`config.mk`:
```
export PLATFORM = sky130hd
export DESIGN_NAME = block_bist
export DESIGN_NICKNAME = d
export VERILOG_FILES = /design/src/rtl/block_bist.sv
export SDC_FILE = /design/constraint.sdc
export NUM_CORES = 1
export LEC_CHECK = 0
export ABC_AREA = 1
export BUFFER_PORTS_ARGS = -buffer_cell sky130_fd_sc_hd__buf_2
export CAP_MARGIN = 30
export CORE_MARGIN = 2
export CORE_UTILIZATION = 60
export CTS_BUF_LIST = sky130_fd_sc_hd__clkbuf_2
export DETAILED_ROUTE_END_ITERATION = 16
export PLACE_DENSITY = 0.81
export SLEW_MARGIN = 20
export SYNTH_ARGS = -nofsm -noshare
export SYNTH_HDL_FRONTEND = slang
export SYNTH_SLANG_ARGS = --single-unit
```
`constraint.sdc`:
```
create_clock -name clk -period 1.5 [get_ports clk]
set_input_delay 0.3 -clock clk [delete_from_list [all_inputs] [get_ports clk]]
set_output_delay 0.3 -clock clk [all_outputs]
set_load 0.02 [all_outputs]
```
`src/rtl/block_bist.sv`:
```
// ----------------------------------------------------------------------------
// block_bist
// Built-in pattern source and response compactor for the `block` timing-test
// cell. A 16-bit LFSR drives the block inputs. A 16-bit MISR folds the block
// outputs into a signature, which is then compared against EXP_SIG.
//
// Ports:
//   clk        single clock; all state changes on the rising edge
//   rst_n      asynchronous active-low reset
//   start      run request, sampled on the rising edge
//   resp1/2    block out1/out2, fed into the MISR
//   drv1/2/3   block in1/in2/in3, driven from lfsr[0]/[1]/[2]
//   busy       high while a run is in progress
//   done       sticky run-complete flag
//   pass       final signature equals EXP_SIG (valid while done = 1)
//   signature  current MISR value
// ----------------------------------------------------------------------------
module block_bist #(
    parameter int unsigned PAT_LEN = 64,
    parameter int unsigned LAT     = 2,
    parameter logic [15:0] SEED    = 16'hACE1,
    parameter logic [15:0] EXP_SIG = 16'h0000
) (
    input  logic        clk,
    input  logic        rst_n,
    input  logic        start,
    input  logic        resp1,
    input  logic        resp2,
    output logic        drv1,
    output logic        drv2,
    output logic        drv3,
    output logic        busy,
    output logic        done,
    output logic        pass,
    output logic [15:0] signature
);

    // A run lasts PAT_LEN + LAT cycles. The sum needs 17 bits so that the
    // counter can hold it without wrapping.
    localparam logic [16:0] C_LAST   = 17'(PAT_LEN + LAT - 1);
    localparam logic [16:0] C_PAT    = 17'(PAT_LEN);
    localparam logic [16:0] C_LAT    = 17'(LAT);
    // An all-zero LFSR would lock up, so a zero seed is replaced by 1.
    localparam logic [15:0] LOAD_VAL = (SEED == 16'h0000) ? 16'h0001 : SEED;

    typedef enum logic [1:0] {
        IDLE,
        RUN,
        DONE
    } state_t;

    state_t      r_state;
    state_t      w_nextState;
    logic [15:0] r_lfsr;
    logic [15:0] r_misr;
    logic [16:0] r_c;
    logic        r_done;
    logic        r_pass;

    logic        w_load;
    logic        w_finish;
    logic        w_lastCycle;
    logic        w_inPattern;
    logic        w_compact;
    logic        w_lfsrFb;
    logic        w_misrFb;
    logic [15:0] w_lfsrNext;
    logic [15:0] w_misrNext;
    logic        w_drvEn;

    assign w_lastCycle = (r_c == C_LAST);
    assign w_inPattern = (r_c < C_PAT);
    // The first LAT response cycles hold nothing from this run, so they are skipped.
    assign w_compact   = (r_c >= C_LAT);

    // Polynomial x^16+x^14+x^13+x^11+1, shared by the LFSR and the MISR.
    assign w_lfsrFb   = r_lfsr[15] ^ r_lfsr[13] ^ r_lfsr[12] ^ r_lfsr[10];
    assign w_lfsrNext = {r_lfsr[14:0], w_lfsrFb};
    assign w_misrFb   = r_misr[15] ^ r_misr[13] ^ r_misr[12] ^ r_misr[10];
    assign w_misrNext = {r_misr[14:0], w_misrFb} ^ {14'b0, resp2, resp1};

    always_ff @(posedge clk or negedge rst_n) begin
        if (!rst_n) begin
            r_state <= IDLE;
        end else begin
            r_state <= w_nextState;
        end
    end

    // start is honoured only in IDLE and DONE. A run that is in progress
    // cannot be restarted.
    always_comb begin
        w_nextState = r_state;
        w_load      = 1'b0;
        w_finish    = 1'b0;
        case (r_state)
            IDLE: begin
                if (start) begin
                    w_nextState = RUN;
                    w_load      = 1'b1;
                end
            end
            RUN: begin
                if (w_lastCycle) begin
                    w_nextState = DONE;
                    w_finish    = 1'b1;
                end
            end
            DONE: begin
                if (start) begin
                    w_nextState = RUN;
                    w_load      = 1'b1;
                end
            end
            default: begin
                w_nextState = IDLE;
            end
        endcase
    end

    // The counter keeps incrementing on the final edge and then holds at
    // PAT_LEN+LAT while in DONE. PAT_LEN >= 1, so the final cycle always
    // compacts, and pass can be judged on w_misrNext directly.
    always_ff @(posedge clk or negedge rst_n) begin
        if (!rst_n) begin
            r_lfsr <= 16'h0000;
            r_misr <= 16'h0000;
            r_c    <= 17'd0;
            r_done <= 1'b0;
            r_pass <= 1'b0;
        end else if (w_load) begin
            r_lfsr <= LOAD_VAL;
            r_misr <= 16'h0000;
            r_c    <= 17'd0;
            r_done <= 1'b0;
            r_pass <= 1'b0;
        end else if (r_state == RUN) begin
            if (w_inPattern) begin
                r_lfsr <= w_lfsrNext;
            end
            if (w_compact) begin
                r_misr <= w_misrNext;
            end
            r_c <= r_c + 17'd1;
            if (w_finish) begin
                r_done <= 1'b1;
                r_pass <= (w_misrNext == EXP_SIG);
            end
        end
    end

    // The drive outputs depend only on registered state, so there is no path
    // from resp or start to any output. They are zero during the flush cycles.
    assign busy      = (r_state == RUN);
    assign w_drvEn   = busy & w_inPattern;
    assign drv1      = w_drvEn & r_lfsr[0];
    assign drv2      = w_drvEn & r_lfsr[1];
    assign drv3      = w_drvEn & r_lfsr[2];
    assign done      = r_done;
    assign pass      = r_pass;
    assign signature = r_misr;

endmodule

```
Yosys cells after proc, flatten, opt, wreduce, memory -nomap -nowiden:

Index checks and enable logic that the tools add are counted.

* bits in registers: 53

* add/subtract/negate cells: 1
* order comparisons: 2
* eq/ne operators: 5
* muxes and demuxes: 21
* bitwise operators: 11
* reduce and logical (&&, ||, !) cells: 11

Operators with widths (count)
* 2-to-1 mux 16 bit: 6
* 2-to-1 mux 17 bit: 2
* adder 17 x 1 -> 17 bit, second input constant: 1
* == test 17 x 7 -> 1 bit, second input constant: 1
* >= comparator 17 x 2 -> 1 bit, second input constant: 1
* less-than comparator 17 x 7 -> 1 bit, second input constant: 1
* zero test 16 bit: 1
* XOR 16 x 2 -> 16 bit: 1
* 2-to-1 mux 1 bit: 10
* AND reduction 2 bit: 4
* nonzero test 2 bit: 4
* XOR 1 bit: 6
* bitwise AND 1 bit: 4
* 2-to-1 mux 2 bit: 2
* inequality test 2 x 1 -> 1 bit, second input constant: 2
* one-hot mux 2 bit (2 select lines): 1
* == test 2 x 1 -> 1 bit, second input constant: 1
* == test 2 bit, second input constant: 1
* zero test 2 bit: 1
* OR reduction 2 bit: 1

Logic depth before layout (Yosys ltp):

Gate-level depths: netlist of run 1.

* depth after elaboration: 8
* gate-level depth with buffers: 10
* depth with buffers taken out: 10

Least setup slack after synthesis of run 1:

OpenSTA, ideal clock, no wires.

* path kind: register -> output
* from: register r_c[9]
* to: output drv1
* arrival time: 1.347 ns
* data required time: 1.200 ns
* slack: -0.147 ns
* cell stages (with the launch flop): 7
* buffers on the path: 1
* cells stage by stage: dfrtp_1 > nor2_1 > nand2_1 > nor2_4 > nand3_4 > buf_2 > nor2_1

* longest elaborated chain between the ends: 3

Ends and longest elaborated chain
* from (decl): line 56 `logic [16:0] r_c;`
* from (signal assigned): line 144 `r_c <= r_c + 17'd1;`
* less-than comparator 17 x 7 -> 1 bit: line 72 `assign w_inPattern = (r_c < C_PAT);`
* bitwise AND 1 bit: line 155 `assign w_drvEn = busy & w_inPattern;`
* bitwise AND 1 bit: line 156 `assign drv1 = w_drvEn & r_lfsr[0];`
* to (decl): line 29 `output logic drv1,`

No other way between the ends.

Final worst setup path of run 1:

* from: register r_c[14]
* to: output drv2

* longest elaborated chain between the ends: 3

Ends and longest elaborated chain
* less-than comparator 17 x 7 -> 1 bit: line 72
* bitwise AND 1 bit: line 155
* bitwise AND 1 bit: line 157 `assign drv2 = w_drvEn & r_lfsr[1];`
* to (decl): line 30 `output logic drv2,`

No other way between the ends.

==> run_results.csv, run 1 <==
group,metric,value,unit
route,first_pass_iters,5,
grt,use_met1,35.8,%
pwr,total_power,6.90,mW
worst_setup_path,crit_type,"flip-flop to output pin",
grt,first_global_vias,2360,
placement,dp_hpwl,4320,um
placement,gp_congestion,0.937,
yosys,synth_nets,355,
timing,relSlewSlack,74.7,%
worst_setup_path,worstSetupStartpointType,"flip-flop",
yosys,ys_seq_area_share,49.4,%
timing,timing.final.crit_period,1960,ps
clock_network,insertion_delay,450,ps
timing,whs,52.4,ps
worst_setup_path,worst_setup_path_end_kind,"output pin",
clock_network,h-tree-depth,2,
route,via_count,2584,
worst_setup_path,crit_required,1200,ps
grt,gr-usage-all-layers,26.6,%
flow_run,maxCapViolCount,0,
route,routed_via_density,5.42,
timing,final-max-slew-violation-count,0,
grt,busiest_layer,"met2",
clock_network,cts_sinks,53,
final_layout,fillCellCount,252,
floorplan,rows,24,
grt,antenna_found_initial,0,
yosys,synth_enable_flop_cells,0,
yosys,ys_types,31,
pwr,total_leakage_power,1.84,nW
route,drc,0,
floorplan,die_area,5030,sq um
final_layout,area.sequential,1330,sq um
timing,tightest_slew,380,ps
yosys,synthCells,348,
yosys,synth_top_area_share,49.4,%
final_layout,area_growth,33.0,%
floorplan,initial_core_util,62.1,%
floorplan,dieHeight,70.9,um
route,drt-total-wl,6950,um
placement,placed_cells,451,
yosys,synth_area_leader_cell,"dfrtp_1",
final_layout,antenna_cells,0,
worst_setup_path,critPathMaxFanout,5,
final_layout,drive_gt1_share,31.1,%
final_layout,layout.cells.non_filler,477,
timing,timing.final.hold_violations,0,
yosys,netlist_area,2690,sq um
yosys,synth_top_flop_cell,"dfrtp_1",
timing,rsz0062_at_grt,"yes",
timing,setup_viol,38,
pwr,powerDensity,1930,nW/um^2
route,ant_nets,0,
grt,grt_pass1_wl,10500,um
floorplan,core_area,4320,sq um
clock_network,cts_buffers,5,
floorplan,die_x,70.9,um
yosys,synth_seq_cells,53,
grt,use_met3,3.99,%
grt,grt_overflow,0,
clock_network,root_buffer,"clkbuf_2",
worst_setup_path,worstPathArrival,1660,ps
worst_hold_path,min_path_type,"primary input to flip-flop",
final_layout,final_net_count,431,
final_layout,multi_input_area,1410,sq um
route,wl_per_cell,14.6,um
clock_network,cts_tree,"built",
timing,period_share,131,%
timing,fin_setup_tns,-4210,ps
final_layout,final_area,3570,sq um
placement,numPortBuffers,26,
outcome,status,"finished, violations left",
timing,setup_ws,-460,ps
yosys,synth.area.top_cells,"dfrtp_1 (49%), nand2_1 (14%), nor2_1 (8.8%), nand3_1 (6.7%), inv_1 (4.1%)",
clock_network,clock_path_buffers,2,
grt,grt_start_max_net_pins,39,
floorplan,ios,27,
grt,grt_use_met2,43.3,%
timing,max_clock_freq,510,MHz
yosys,async_flop_share,100,%
yosys,syn_avg_cell_area,7.72,sq um
yosys,synth_warnings,0,
route,drtIter0Drc,230,
pwr,peakVddDrop,0.982,mV
outcome,violations,"setup timing",
placement,placed_cell_area,3110,sq um
clock_network,cts.clk_slew.worst_paths,260,ps
timing,clock_skew,20.2,ps
## kinds of logic after synthesis
kind of cell               share of synthesized area, %
xor gates and xnor gates                           1.30
DFF                                                49.4
AOI/OAI and AO/OA                                  7.27
adders and majority gates                         0.932
and+or+nand+nor                                    35.0
buffers and inverters                              6.10
## routing by layer
| layer | wire (um) | share of wire (%) |
|---|---|---|
| met5 | 0 | 0 |
| met2 | 3480 | 50 |
| met1 | 2910 | 42 |
| met3 | 322 | 4.6 |
| met4 | 235 | 3.4 |
## layout by cell type, fill, tap and decap left out, types with 8 or more instances in the layout
master | synthesis | layout
nor2_2 | 1 | 8
o21ai_0 | 15 | 10
buf_2 | 5 | 22
buf_4 | 0 | 37
inv_1 | 29 | 27
nand2_1 | 103 | 95
nor2_4 | 2 | 10
dfrtp_1 | 53 | 53
nand3_1 | 36 | 32
nor2_1 | 63 | 48
buf_6 | 2 | 14
## flip-flops by register name (all words and copies together) (netlist names)
name       count
r_c           17
done           1
r_state        2
pass           1
r_lfsr        16
signature     16
## synth_stat cells (3+ instances only)
library cell and count:
a21oi_1 5, o22ai_1 3, a21oi_2 4, dfrtp_1 53, inv_1 29, nand2_1 103, o21ai_0 15, xnor2_1 3
nor2_1 63, nand4_1 3, buf_2 5, nand3_1 36
## cell type report
| class | instances | share of cell area (%) |
|---|---|---|
| flip-flops and latches | 53 | 37.1 |
| multi-input cells | 258 | 39.3 |
| clock buffers | 6 | 0.841 |
| well taps | 52 | 1.82 |
| repair buffers | 76 | 16.7 |
| inverters | 30 | 3.22 |
| clock inverters | 2 | 0.946 |
## repair_timing
action / in CTS / in global routing
gates cloned: 0 / 2
hold endpoints to repair: 15 / 0
setup buffers: 8 / 7
gates resized for setup: 19 / 51
setup endpoints to repair: 7 / 48
pin swaps: 7 / 14
hold buffers: 1 / 0
## power by group
part | switching [mW] | internal [mW] | total (mW)
combinational | 2.20 | 1.56 | 3.77
clock | 0.451 | 0.284 | 0.735
sequential | 0.440 | 1.97 | 2.40
## worst paths after layout
kind / start / to / slack, ps / cells past startpoint
worst max register to register: r_c[14]$_DFFE_PN0P_ / r_lfsr[3]$_DFFE_PN0P_ / -150 / 10
worst max-delay path: r_c[14]$_DFFE_PN0P_ / drv2 / -460 / 6
worst min-delay path: start / r_state[1]$_DFFE_PN0P_ / 50 / 2
min in group asynchronous: rst_n / r_c[10]$_DFFE_PN0P_ / 250 / 2
worst min register to register: done$_DFFE_PN0P_ / done$_DFFE_PN0P_ / 520 / 2
max in group asynchronous: rst_n / r_lfsr[5]$_DFFE_PN0P_ / 720 / 3
## worst max-delay path, cell delays in order, from the launching register on
cell     delay, ps
dfrtp_1        450
nor2_2         170
nand2_2         80
nor2_4         140
nand3_4        140
nor2_4         130
buf_6          130
## through the flow
step | util (%) | setup WS (ps)
2_1_floorplan | - | 0.300
3_3_place_gp | 72.0 | 30.7
3_5_place_dp | 72.0 | -17.0
4_1_cts | 76.4 | -426
5_1_grt | 82.6 | -538
6_report | 82.6 | -460
No activity file was read; power rests on OpenSTA's default activity.
==> inputs of run 2 (changes only) <==
==> constraint.sdc (replaced) <==
create_clock -name clk -period 1.5 [get_ports clk]
set_input_delay 0.15 -clock clk [delete_from_list [all_inputs] [get_ports clk]]
set_output_delay 0.15 -clock clk [all_outputs]
set_load 0.02 [all_outputs]
==> run 2 against run 1 <==
Effect of this change: clock skew down 6.4 ps; largest power group unchanged; wire length decreased by 6.8%; register-to-register slack lost 40 ps; the run still ends with setup timing left; count of clock-buffer cells in the layout fell by 1; worst setup slack improved by 180 ps; critical endpoint is now drv1; maximum frequency increased by 10%; via count down 2.3%.
==> run_results.csv, run 2 (synthesized netlist as in run 1, its figures left out) <==
group,metric,value,unit
timing,final-max-slew-violation-count,0,
grt,grt_pass1_wl,9490,um
outcome,violations,"setup timing",
final_layout,area.sequential,1330,sq um
route,wl_per_cell,13.7,um
clock_network,cts_tree,"built",
final_layout,drive_gt1_share,29.3,%
flow_run,maxCapViolCount,0,
worst_setup_path,rr_startpoint,"r_c[7]$_DFFE_PN0P_",
route,routed_via_density,5.35,
grt,grt_start_max_net_pins,36,
worst_setup_path,critPathMaxFanout,5,
timing,period_share,119,%
worst_hold_path,holdPathEnd,"signature[1]$_DFFE_PN0P_",
clock_network,root_buffer,"clkbuf_2",
pwr,total_leakage_power,1.78,nW
floorplan,ios,27,
worst_hold_path,holdCritStartpoint,"resp2",
route,drt-total-wl,6470,um
floorplan,die_x,70.9,um
worst_setup_path,worst_setup_path_end_kind,"output pin",
floorplan,initial_core_util,62.1,%
route,drc,0,
timing,max_clock_freq,563,MHz
route,first_pass_iters,4,
timing,rsz0062_at_grt,"yes",
clock_network,clock_path_buffers,2,
worst_setup_path,worstPathArrival,1630,ps
timing,relSlewSlack,77.1,%
worst_hold_path,min_path_type,"primary input to flip-flop",
worst_hold_path,worst_hold_path.num_cells,3,
clock_network,h-tree-depth,2,
worst_setup_path,timing.rr.end,"signature[14]$_DFFE_PN0P_",
grt,gr-usage-all-layers,23.8,%
final_layout,fillCellCount,293,
final_layout,final_common_cell,"nand2_1",
clock_network,cts_sinks,53,
floorplan,core_area,4320,sq um
clock_network,cts.clk_slew.worst_paths,250,ps
timing,setup_viol,36,
placement,place_ws,24.0,ps
pwr,peakVddDrop,1.11,mV
final_layout,final_cell_mix,"nand2_1 (99), dfrtp_1 (53), nor2_1 (48), buf_4 (34), nand3_1 (30)",
final_layout,final_area,3440,sq um
timing,timing.final.crit_period,1780,ps
final_layout,registers.top_by_ff_count,"r_c",
route,ant_nets,0,
placement,placed_cell_area,3040,sq um
outcome,status,"finished, violations left",
worst_setup_path,reg2regPathDepth,8,
clock_network,insertion_delay,430,ps
final_layout,largest_reg_flops,17,
clock_network,cts_buffers,5,
grt,grt_overflow,0,
final_layout,final_net_count,426,
timing,clock_skew,13.8,ps
final_layout,antenna_cells,0,
timing,whs,33.5,ps
worst_setup_path,crit_required,1350,ps
floorplan,dieHeight,70.9,um
final_layout,area_growth,28.2,%
worst_setup_path,rrSetupSlack,-190,ps
placement,dp_hpwl,4030,um
worst_setup_path,worstSetupStartpointType,"flip-flop",
floorplan,die_area,5030,sq um
timing,setup_ws,-278,ps
final_layout,layout.cells.non_filler,472,
placement,numPortBuffers,26,
worst_setup_path,crit_type,"flip-flop to output pin",
timing,tightest_slew,343,ps
grt,antenna_found_initial,0,
route,drtIter0Drc,189,
placement,gp_congestion,0.978,
timing,timing.final.hold_violations,0,
floorplan,rows,24,
final_layout,multi_input_area,1350,sq um
route,via_count,2525,
pwr,powerDensity,1920,nW/um^2
grt,first_global_vias,2161,
placement,placed_cells,444,
-- run 2: cell count changes in the layout (fill, tap and decap cells not counted), sizes merged --
cell / previous run / this run
buf: 75 / 69
bufinv: 1 / 0
clkbuf: 6 / 5
clkinv: 1 / 2
clkinvlp: 0 / 1
dlygate4sd3: 1 / 2
-- run 2: cell type report --
class,count,area share [%]
clock buffer,5,0.727
timing repair buffer,71,15.8
clock inverter,3,0.509
tap,52,1.89
multi-input combinational,258,39.1
sequential,53,38.5
inverter,30,3.49
-- run 2: repair_timing --
| item | 4_1_cts | 5_1_grt |
|---|---|---|
| setup buffers | 6 | 11 |
| hold endpoints to repair | 54 | 0 |
| pin swaps | 3 | 8 |
| hold buffers | 2 | 0 |
| setup endpoints to repair | 9 | 42 |
| gates resized for setup | 13 | 49 |
| cloned | 0 | 1 |
-- run 2: worst max-delay path by stage --
stage	depth (start not counted)	to	from
final	6	drv1	r_c[16]$_DFFE_PN0P_
after global routing	6	drv3	r_c[16]$_DFFE_PN0P_
after CTS	6	drv2	r_c[11]$_DFFE_PN0P_
after detailed placement	8	r_c[16]$_DFFE_PN0P_	r_c[1]$_DFFE_PN0P_
after global placement	8	r_c[16]$_DFFE_PN0P_	r_c[1]$_DFFE_PN0P_
after floorplan	6	drv1	r_c[9]$_DFFE_PN0P_
-- run 2: stage by stage --
step | total power, mW | util (%) | setup TNS (ps)
6_report | 6.61 | 79.6 | -4140
5_1_grt | 7.10 | 79.6 | -7180
4_1_cts | 6.03 | 73.5 | -857
3_5_place_dp | 5.32 | 70.2 | 0
3_3_place_gp | 5.22 | 70.2 | 0
2_1_floorplan | 4.46 | - | 0
-- run 2: power by group --
group / internal [mW] / total, mW / leakage, nW / switching, mW
Sequential: 1.97 / 2.42 / 0.666 / 0.457
Clock: 0.109 / 0.558 / 0.0287 / 0.450
Combinational: 1.51 / 3.63 / 1.08 / 2.12
Total: 3.58 / 6.61 / 1.78 / 3.03
-- run 2: layer usage --
| layer | track usage, % | routed length, um |
|---|---|---|
| met1 | 33.3 | 2800 |
| met2 | 37.4 | 3330 |
| met3 | 4.27 | 300 |
| met4 | 9.22 | 46 |
| met5 | 0 | 0 |
-- run 2: critical path, cell delays in order, from the launching register on --
cell	delay, ps
dfrtp_1	460
nor2_2	170
nand2_2	90
nor2_4	120
nand3_4	110
nor2_1	110
buf_4	140
